**src/rtl/dmg_timer_pkg.sv**
```systemverilog
// Shared definitions for the DMG programmable timer (TIMA/TMA/TAC).
package dmg_timer_pkg;

  localparam logic [1:0] ADDR_DIV  = 2'b00;
  localparam logic [1:0] ADDR_TIMA = 2'b01;
  localparam logic [1:0] ADDR_TMA  = 2'b10;
  localparam logic [1:0] ADDR_TAC  = 2'b11;

  localparam logic [4:0] TAC_UNUSED_BITS = 5'b11111;

  typedef enum logic [1:0] {
    SEL_4096   = 2'd0,
    SEL_262144 = 2'd1,
    SEL_65536  = 2'd2,
    SEL_16384  = 2'd3
  } tac_sel_t;

  typedef enum logic [1:0] {
    RUN    = 2'd0,
    OVF    = 2'd1,
    RELOAD = 2'd2
  } timer_state_t;

  // Tick level for a given TAC: enable bit gates the selected divider tap.
  function automatic logic tap_tick(input logic [2:0] tac, input logic [3:0] taps);
    logic sel;
    case (tac_sel_t'(tac[1:0]))
      SEL_4096:   sel = taps[0];
      SEL_262144: sel = taps[1];
      SEL_65536:  sel = taps[2];
      SEL_16384:  sel = taps[3];
      default:    sel = 1'b0;
    endcase
    return tac[2] & sel;
  endfunction

endpackage

```
**src/rtl/dmg_timer_if.sv**
```systemverilog
// CPU register-bus view of the timer; master = CPU side, slave = timer.
interface dmg_timer_if;
  logic       ff04_ff07;
  logic [1:0] addr;
  logic       cpu_wr;
  logic       cpu_rd;
  logic [7:0] d_in;
  logic [7:0] d_out;
  logic       d_oe;

  modport master (output ff04_ff07, addr, cpu_wr, cpu_rd, d_in, input d_out, d_oe);
  modport slave  (input ff04_ff07, addr, cpu_wr, cpu_rd, d_in, output d_out, d_oe);
endinterface

```
**src/rtl/dmg_timer_tick.sv**
```systemverilog
// Tap mux and falling-edge detector producing TIMA increment events.
// DMG_TIMER_TAC_GLITCH_EN: a TAC write that drops the tick counts as a falling edge.
module dmg_timer_tick
  import dmg_timer_pkg::*;
(
  input  logic       clk,
  input  logic       reset,
  input  logic       m_ce,
  input  logic [3:0] div_tap,
  input  logic [2:0] tac,
  input  logic       tac_wr,
  input  logic [2:0] tac_new,
  output logic       inc_evt
);

  logic tick_prev_r;
  logic tick_s;
  logic tick_new_s;

  assign tick_s     = tap_tick(tac, div_tap);
  assign tick_new_s = tap_tick(tac_new, div_tap);

  // Increment event: falling tick on an M-cycle, with TAC-write handling.
  always_comb begin
    inc_evt = 1'b0;
    if (!m_ce) begin
      inc_evt = 1'b0;
    end else if (tac_wr) begin
`ifdef DMG_TIMER_TAC_GLITCH_EN
      inc_evt = (tick_prev_r & ~tick_s) | (tick_s & ~tick_new_s);
`else
      inc_evt = 1'b0;
`endif
    end else begin
      inc_evt = tick_prev_r & ~tick_s;
    end
  end

  // A TAC write rearms the detector with the tick level of the new selection.
  always_ff @(posedge clk) begin
    if (reset) begin
      tick_prev_r <= 1'b0;
    end else if (m_ce) begin
      tick_prev_r <= tac_wr ? tick_new_s : tick_s;
    end
  end

endmodule

```
**src/rtl/dmg_timer.sv**
```systemverilog
// DMG timer: TIMA counts tap falling edges, reloads from TMA after overflow, pulses irq_timer.
// Optional feature macro: DMG_TIMER_TAC_GLITCH_EN (see dmg_timer_tick).
module dmg_timer
  import dmg_timer_pkg::*;
#(
  parameter logic [2:0] TAC_RESET = 3'b000,
  parameter logic [7:0] TMA_RESET = 8'h00
) (
  input  logic       clk,
  input  logic       reset,
  input  logic       m_ce,
  input  logic [3:0] div_tap,
  dmg_timer_if.slave bus,
  output logic       irq_timer
);

  timer_state_t state_r;
  logic [7:0]   tima_r;
  logic [7:0]   tma_r;
  logic [2:0]   tac_r;
  logic         irq_r;
  logic         inc_evt_s;
  logic         wr_s;
  logic         wr_tima_s;
  logic         wr_tma_s;
  logic         wr_tac_s;

  assign wr_s      = m_ce & bus.cpu_wr & bus.ff04_ff07;
  assign wr_tima_s = wr_s & (bus.addr == ADDR_TIMA);
  assign wr_tma_s  = wr_s & (bus.addr == ADDR_TMA);
  assign wr_tac_s  = wr_s & (bus.addr == ADDR_TAC);
  assign irq_timer = irq_r;

  dmg_timer_tick u_tick (
    .clk     (clk),
    .reset   (reset),
    .m_ce    (m_ce),
    .div_tap (div_tap),
    .tac     (tac_r),
    .tac_wr  (wr_tac_s),
    .tac_new (bus.d_in[2:0]),
    .inc_evt (inc_evt_s)
  );

  // Register file plus RUN -> OVF -> RELOAD sequencing; irq_r spans the RELOAD M-cycle.
  always_ff @(posedge clk) begin
    if (reset) begin
      tima_r  <= 8'h00;
      tma_r   <= TMA_RESET;
      tac_r   <= TAC_RESET;
      state_r <= RUN;
      irq_r   <= 1'b0;
    end else if (m_ce) begin
      if (wr_tma_s) tma_r <= bus.d_in;
      if (wr_tac_s) tac_r <= bus.d_in[2:0];
      case (state_r)
        RUN: begin
          irq_r <= 1'b0;
          if (wr_tima_s) begin
            tima_r <= bus.d_in;
          end else if (inc_evt_s) begin
            if (tima_r == 8'hFF) begin
              tima_r  <= 8'h00;
              state_r <= OVF;
            end else begin
              tima_r <= tima_r + 8'h01;
            end
          end
        end
        OVF: begin
          if (wr_tima_s) begin
            tima_r  <= bus.d_in;
            irq_r   <= 1'b0;
            state_r <= RUN;
          end else begin
            tima_r  <= wr_tma_s ? bus.d_in : tma_r;
            irq_r   <= 1'b1;
            state_r <= RELOAD;
          end
        end
        RELOAD: begin
          // TIMA follows a TMA write here; a direct TIMA write is dropped.
          if (wr_tma_s) tima_r <= bus.d_in;
          irq_r   <= 1'b0;
          state_r <= RUN;
        end
        default: begin
          irq_r   <= 1'b0;
          state_r <= RUN;
        end
      endcase
    end
  end

  // Combinational read mux; only FF05-FF07 drive the bus.
  always_comb begin
    bus.d_oe  = 1'b0;
    bus.d_out = 8'h00;
    if (bus.cpu_rd & bus.ff04_ff07) begin
      case (bus.addr)
        ADDR_TIMA: begin
          bus.d_oe  = 1'b1;
          bus.d_out = tima_r;
        end
        ADDR_TMA: begin
          bus.d_oe  = 1'b1;
          bus.d_out = tma_r;
        end
        ADDR_TAC: begin
          bus.d_oe  = 1'b1;
          bus.d_out = {TAC_UNUSED_BITS, tac_r};
        end
        default: begin
          bus.d_oe  = 1'b0;
          bus.d_out = 8'h00;
        end
      endcase
    end else begin
      bus.d_oe  = 1'b0;
      bus.d_out = 8'h00;
    end
  end

endmodule

```
**src/flat_wrapper.sv**
```systemverilog
// flat-port wrapper written by rule: the top's interface ports become plain ports
module dmg_timer_flat import dmg_timer_pkg::*;
#(
  parameter logic [2:0] TAC_RESET = 3'b000,
  parameter logic [7:0] TMA_RESET = 8'h00
)
  (clk, reset, m_ce, div_tap, irq_timer, bus_ff04_ff07, bus_addr, bus_cpu_wr, bus_cpu_rd, bus_d_in, bus_d_out, bus_d_oe);
  dmg_timer_if bus_i ();
  input  logic clk;
  input  logic reset;
  input  logic m_ce;
  input  logic [3:0] div_tap;
  output logic irq_timer;
  input wire logic [$bits(bus_i.ff04_ff07)-1:0] bus_ff04_ff07;
  input wire logic [$bits(bus_i.addr)-1:0] bus_addr;
  input wire logic [$bits(bus_i.cpu_wr)-1:0] bus_cpu_wr;
  input wire logic [$bits(bus_i.cpu_rd)-1:0] bus_cpu_rd;
  input wire logic [$bits(bus_i.d_in)-1:0] bus_d_in;
  output wire logic [$bits(bus_i.d_out)-1:0] bus_d_out;
  output wire logic [$bits(bus_i.d_oe)-1:0] bus_d_oe;
  assign bus_i.ff04_ff07 = bus_ff04_ff07;
  assign bus_i.addr = bus_addr;
  assign bus_i.cpu_wr = bus_cpu_wr;
  assign bus_i.cpu_rd = bus_cpu_rd;
  assign bus_i.d_in = bus_d_in;
  assign bus_d_out = bus_i.d_out;
  assign bus_d_oe = bus_i.d_oe;
  dmg_timer #(.TAC_RESET(TAC_RESET), .TMA_RESET(TMA_RESET)) u_core (.clk(clk), .reset(reset), .m_ce(m_ce), .div_tap(div_tap), .bus(bus_i), .irq_timer(irq_timer));
endmodule
```
**config.mk**
```make
export PLATFORM = sky130hd
export DESIGN_NAME = dmg_timer_flat
export DESIGN_NICKNAME = d
export VERILOG_FILES = /design/src/rtl/dmg_timer_pkg.sv /design/src/rtl/dmg_timer_if.sv /design/src/rtl/dmg_timer_tick.sv /design/src/rtl/dmg_timer.sv /design/src/flat_wrapper.sv
export SDC_FILE = /design/constraint.sdc
export NUM_CORES = 1
export LEC_CHECK = 0
export CAP_MARGIN = 20
export CORE_ASPECT_RATIO = 0.9
export CORE_MARGIN = 3
export CORE_UTILIZATION = 35
export CTS_CLUSTER_SIZE = 8
export DETAILED_ROUTE_END_ITERATION = 12
export GPL_TIMING_DRIVEN = 0
export PLACE_DENSITY = 0.61
export REMOVE_ABC_BUFFERS = 1
export SYNTH_ARGS = -nofsm -noshare
export SYNTH_HDL_FRONTEND = slang
export SYNTH_SLANG_ARGS = --single-unit
export TNS_END_PERCENT = 50
```
**constraint.sdc**
```tcl
create_clock -name clk -period 2.35 [get_ports clk]
set_input_delay 0.47 -clock clk [delete_from_list [all_inputs] [get_ports clk]]
set_output_delay 0.47 -clock clk [all_outputs]
set_load 0.02 [all_outputs]
```
==> metrics.cfg, run 1 <==
[synthesis]
synth_cells = 230
synth.avg_cell_area_um2 = 7.67
synth_compound_area_frac = 0.297
ys_ff_latch = 23
synth.mux.area_fraction = 0.0730
synth-simple-area-share = 0.230
synth-async-reset-ratio = 0
synth.distinct_cells = 55
synth_enable_flop_cells = 0
yosys.area_share.xor_xnor = 0.0298
yosysSeqAreaShare = 0.261
synth_area_um2 = 1760
yosys.area.top_type = dfxtp_1
synth_top_area_share = 0.261
yosysWarnings = 0
synth_adder_area_share = 0.0355
synth_top_family_by_area = compound AO/OA/AOI/OAI gates
synth.area.top_cells = dfxtp_1 (26%), nand2_1 (7.4%), a21oi_1 (4.8%)
synth_flop_cell = dfxtp_1

[cts]
cts_sinks = 23
h-tree-depth = 1
hold_buffers = 0
clkTransAtPathRegs_ns = 0.09
worstSkewPairLatency_ns = 0.28
clk_path_buf_depth = 2
cts_tree = yes
root_buffer = clkbuf_8
cts_buffers = 3

[route]
post_drt_via_cell_ratio = 5.71
drt-wirelength-per-cell_um = 17.2
drc = 0
vias = 1776
detail_route.iter0.violations = 114
drt-total-wl_um = 5360
drtPass1Iterations = 4
ant_nets = 0

[global_routing]
antenna_found_initial = 0
track_usage = 0.188
grt_pass1_wl_um = 8630
first_global_vias = 1662
overflow = 0
grt_start_max_net_pins = 22

[power_and_ir_drop]
swShare = 0.289
p_clk_frac = 0.330
power.leakage_uw = 0.000722
irDropWorstVdd_uv = 210
p_int_uw = 576
combinationalPowerShare = 0.178
seqPwrFrac = 0.492
power_density_nw_per_um2 = 383
power_switching_uw = 235

[layout]
utilization = 0.454
finalNetCount = 275
antenna_cells = 0
final_layout_size_suffix_gt1_frac = 0.108
synthToLayoutAreaGrowth_pct = 20.0

[worst_setup_path]
timing.rr.start = u_core.tima_r[0]
crit_path_max_fanout = 11
critPathCaptureType = flop
worst_r2r_path_depth = 6
r2r_slack_ns = 0.28
path_class = in -> reg
arrival_ns = 2.36
cp.required_ns = 2.47
crit_path_start_kind = input pin
reg2reg_to = u_core.state_r[1]

[floorplanning]
io_pins = 30
initial_utilization = 0.378
die_y_um = 73.4
floorplan.die_area_um2 = 5930
dieWidth_um = 80.8
rows = 23
core_area_um2 = 4660

[sta]
worst_hold_slack_ns = 0.462
maxSlewViolCount = 0
setup_viol = 0
fin_crit_ns = 2.24
fmax_mhz = 446
finalClockSkew_ns = 0.00223
worst_slew_pin_slew_ns = 0.874
fin_ws_ns = 0.107
final-hold-violation-count = 0
slew_headroom = 0.416
rsz0062_at_grt = false
fin_crit_sh = 0.954

[min_path]
hold_path_end = u_core.irq_timer
min_path_type = reg -> reg
hold_path.startpoint = u_core.irq_timer
hold_path_depth = 2

[job]
cap_violations = 0

[place]
gp_congestion = 0.923
port_buffers = 29
hpwl_um = 3840
place_ws_ns = -0.934

[run_status]
status = finished, final reports clean

==> sequential cells by signal (all words and copies together), names as in the netlist <==
name                       cells
u_core.tac_r                   3
u_core.state_r                 2
u_core.tma_r                   8
u_core.u_tick.tick_prev_r      1
u_core.tima_r                  8
u_core.irq_timer               1
==> through the flow <==
| stage | cells | cell area, µm² | TNS [ns] | power [µW] |
|---|---|---|---|---|
| final | 311 | 2120 | 0 | 811 |
| after global routing | 311 | 2120 | 0 | 835 |
| after CTS | 309 | 2090 | -0.0379 | 807 |
| after detailed placement | 304 | 2040 | -13.51 | 547 |
| after global placement | 304 | 2040 | -13.08 | 546 |
| after floorplan | 213 | 1670 | 0 | 467 |
==> power by group through the flow <==
stage / sequential [µW] / clock (µW) / combinational, µW
after floorplan: 407 / 0 / 60.5
after global placement: 408 / 0 / 138
after detailed placement: 408 / 0 / 139
after CTS: 399 / 270 / 138
after global routing: 400 / 280 / 155
final: 399 / 267 / 144
==> worst max-delay path: stages <==
cell	delay [ns]
clkdlybuf4s50_1	0.65
and3_4	0.32
nand2_4	0.15
a211o_4	0.40
nor2_1	0.24
a211oi_1	0.13
==> layer usage <==
metal	up-vias	track usage	wire length, µm
li1	886	-	-
met1	824	0.270	2490
met2	58	0.288	2440
met3	8	0.0429	360
met4	0	0.0394	59
met5	-	0	0
==> synthesized netlist by cell type (5+ instances only) <==
cell type,instances
o22ai_1,7
nor2_1,20
clkbuf_1,9
o21ai_0,5
mux2_2,5
nand2_1,35
a21oi_1,17
dfxtp_1,23
mux2i_1,5
ha_1,5
o211ai_1,11
inv_1,10
nand3_1,10
==> timing repair <==
action	in CTS	in global routing
pin swaps	1	2
endpoints found under the setup margin	18	9
setup buffers	1	2
gates cloned	0	0
hold endpoints to repair	0	0
resized for setup	23	4
==> logic make-up (layout without fill, tap and decap cells) <==
logic type / Yosys count / in the layout
compound gates: 71 / 71
xor+xnor: 6 / 6
fa+ha+maj: 5 / 5
buf+inv: 27 / 46
flops: 23 / 23
mux: 11 / 11
simple gates: 87 / 87
==> worst max path at each step <==
stage | end | startpoint | slack (ns) | cells past startpoint
6_report | u_core.tima_r[6] | m_ce | 0.11 | 6
5_1_grt | u_core.tima_r[5] | m_ce | 0.006 | 6
4_1_cts | u_core.tima_r[2] | m_ce | -0.02 | 6
3_5_place_dp | bus_d_out[4] | bus_addr[0] | -0.93 | 4
3_3_place_gp | bus_d_out[0] | bus_addr[0] | -0.92 | 4
2_1_floorplan | u_core.tima_r[2] | bus_ff04_ff07 | 0.56 | 5
==> final cells by class <==
| cell class | instances | area [µm²] |
|---|---|---|
| inverter | 10 | 37.5 |
| clock buffer | 3 | 41.3 |
| fill | 485 | 2540 |
| tap | 62 | 77.6 |
| multi-input combinational | 180 | 1200 |
| timing repair buffer | 32 | 292 |
| sequential | 23 | 460 |
| clock inverter | 1 | 5.00 |
==> placed cells by master, fill, tap and decap left out, drive strengths merged, types with 7 or more instances in the layout <==
cell and count:
nand3 11, o22ai 7, dfxtp 23, dlygate4sd2 9
a21oi 17, o211ai 11, nand2 36, nor2 20
clkdlybuf4s50 18, inv 10
(Power assumes the default switching activity.)
==> inputs of run 2 (changes only) <==
--- a/config.mk
+++ b/config.mk
@@ -8,11 +8,11 @@
 export CAP_MARGIN = 20
 export CORE_ASPECT_RATIO = 0.9
 export CORE_MARGIN = 3
-export CORE_UTILIZATION = 35
+export CORE_UTILIZATION = 53
 export CTS_CLUSTER_SIZE = 8
 export DETAILED_ROUTE_END_ITERATION = 12
 export GPL_TIMING_DRIVEN = 0
-export PLACE_DENSITY = 0.61
+export PLACE_DENSITY = 0.84
 export REMOVE_ABC_BUFFERS = 1
 export SYNTH_ARGS = -nofsm -noshare
 export SYNTH_HDL_FRONTEND = slang
==> run 2 against run 1 <==
  * Via count increased by 3.3%
  * Fmax is 0.27% lower
  * Clock skew is 0.0055 ns higher
  * Critical path type is now in -> out
==> metrics.cfg, run 2 (synthesized netlist as in run 1, its figures left out) <==
[floorplanning]
floorplan.die_area_um2 = 4060
io_pins = 30
initial_utilization = 0.566
dieWidth_um = 66.8
die_y_um = 60.7
rows = 19
core_area_um2 = 3110

[sta]
setup_viol = 0
final-hold-violation-count = 0
maxSlewViolCount = 0
worst_slew_pin_slew_ns = 0.857
fin_ws_ns = 0.101
finalClockSkew_ns = 0.00773
fin_crit_sh = 0.957
rsz0062_at_grt = false
fmax_mhz = 445
slew_headroom = 0.427
finalSetupTns_ns = 0
fin_crit_ns = 2.25

[worst_setup_path]
worst_path_largest_cell_delay_ns = 0.56
path_class = in -> out
crit_path_max_fanout = 9
critPathCaptureType = output port
crit_path_top_delay_cell = clkdlybuf4s50_1
arrival_ns = 1.78
crit_path_start_kind = input pin
cp.required_ns = 1.88
crit_chain = clkdlybuf4s50_1 -> o211ai_1 -> buf_4 -> nor2_1 -> dlygate4sd2_1

[power_and_ir_drop]
irDropWorstVdd_uv = 475
power.leakage_uw = 0.000722
power_density_nw_per_um2 = 385

[global_routing]
busiest_layer = met2
grtUsageMet1 = 0.364
antenna_found_initial = 0
track_usage = 0.262
grt_use_met2 = 0.425
met3_usage = 0.0463
grt_pass1_wl_um = 8050
overflow = 0
grt_start_max_net_pins = 22
first_global_vias = 1648

[place]
place_ws_ns = -0.839
gp_congestion = 0.949
port_buffers = 29
place_area_um2 = 2020
hpwl_um = 3510

[run_status]
status = finished, final reports clean

[layout]
antenna_cells = 0
finalNetCount = 273
final_layout_size_suffix_gt1_frac = 0.101
largestRegisters = u_core.tima_r (8), u_core.tma_r (8), u_core.tac_r (3)
synthToLayoutAreaGrowth_pct = 18.2
utilization = 0.670
layout_common_cells = nand2_1 (35), dfxtp_1 (23), nor2_1 (18)
design_area_um2 = 2090
n_fill_cell = 277
final_common_cell = nand2_1

[cts]
cts_sinks = 23
clk_path_buf_depth = 2
h-tree-depth = 1
clkTransAtPathRegs_ns = 0.09
cts_tree = yes
hold_buffers = 0
root_buffer = clkbuf_8
cts_buffers = 3
worstSkewPairLatency_ns = 0.28

[job]
cap_violations = 0

[route]
ant_nets = 0
drc = 0
drt-wirelength-per-cell_um = 17.2
drtPass1Iterations = 5
vias = 1835
post_drt_via_cell_ratio = 6.35
drt-total-wl_um = 4970
detail_route.iter0.violations = 223

[min_path]
min_path_type = reg -> reg

[run 2: layout make-up]
type                            instances  area [µm²]  share of cell area
Clock buffer                            3        41.3              0.0198
Clock inverter                          1        5.00             0.00240
Inverter                               10        37.5              0.0180
Multi-Input combinational cell        180        1200               0.577
Sequential cell                        23         460               0.221
Tap cell                               42        52.6              0.0252
Timing Repair Buffer                   30         285               0.137
[run 2: report_power, final]
| group | leakage (µW) | internal [µW] | switching, µW |
|---|---|---|---|
| clock network | 0.0000255 | 119 | 144 |
| registers | 0.000186 | 394 | 5.04 |
| logic | 0.000511 | 61.6 | 79.3 |
| total | 0.000722 | 575 | 228 |
[run 2: metal layers]
layer	wire [µm]	part of all wire
met5	0	0
met4	28	0.0056
met3	458	0.092
met2	2300	0.46
met1	2190	0.44
[run 2: timing repair]
action / 4_1_cts / 5_1_grt
endpoints found under the setup margin: 18 / 9
setup buffers: 1 / 0
pin swaps: 1 / 0
gates resized for setup: 22 / 4
[run 2: through the flow]
step / std cells / power, µW / hold slack, ns
final: 289 / 803 / 0.467
after global routing: 289 / 828 / 0.479
after CTS: 289 / 798 / 0.465
after detailed placement: 284 / 544 / 0.452
after global placement: 284 / 542 / 0.445
after floorplan: 213 / 467 / 0.440
[run 2: worst paths after layout]
path                    startpoint                 to  slack [ns]  cells past startpoint
setup / recovery     bus_ff04_ff07       bus_d_out[6]        0.10                      5
hold reg to reg   u_core.irq_timer   u_core.irq_timer        0.47                      2
setup reg to reg  u_core.tima_r[0]  u_core.state_r[1]        0.26                      6
hold / removal    u_core.irq_timer   u_core.irq_timer        0.47                      2
[run 2: worst max-delay path: cells and delay by family]
family	cells	cell delay [ns]
AND/OR/NAND/NOR	1	0.10
AO/OA/AOI/OAI	1	0.11
buffers and inverters	3	1.09
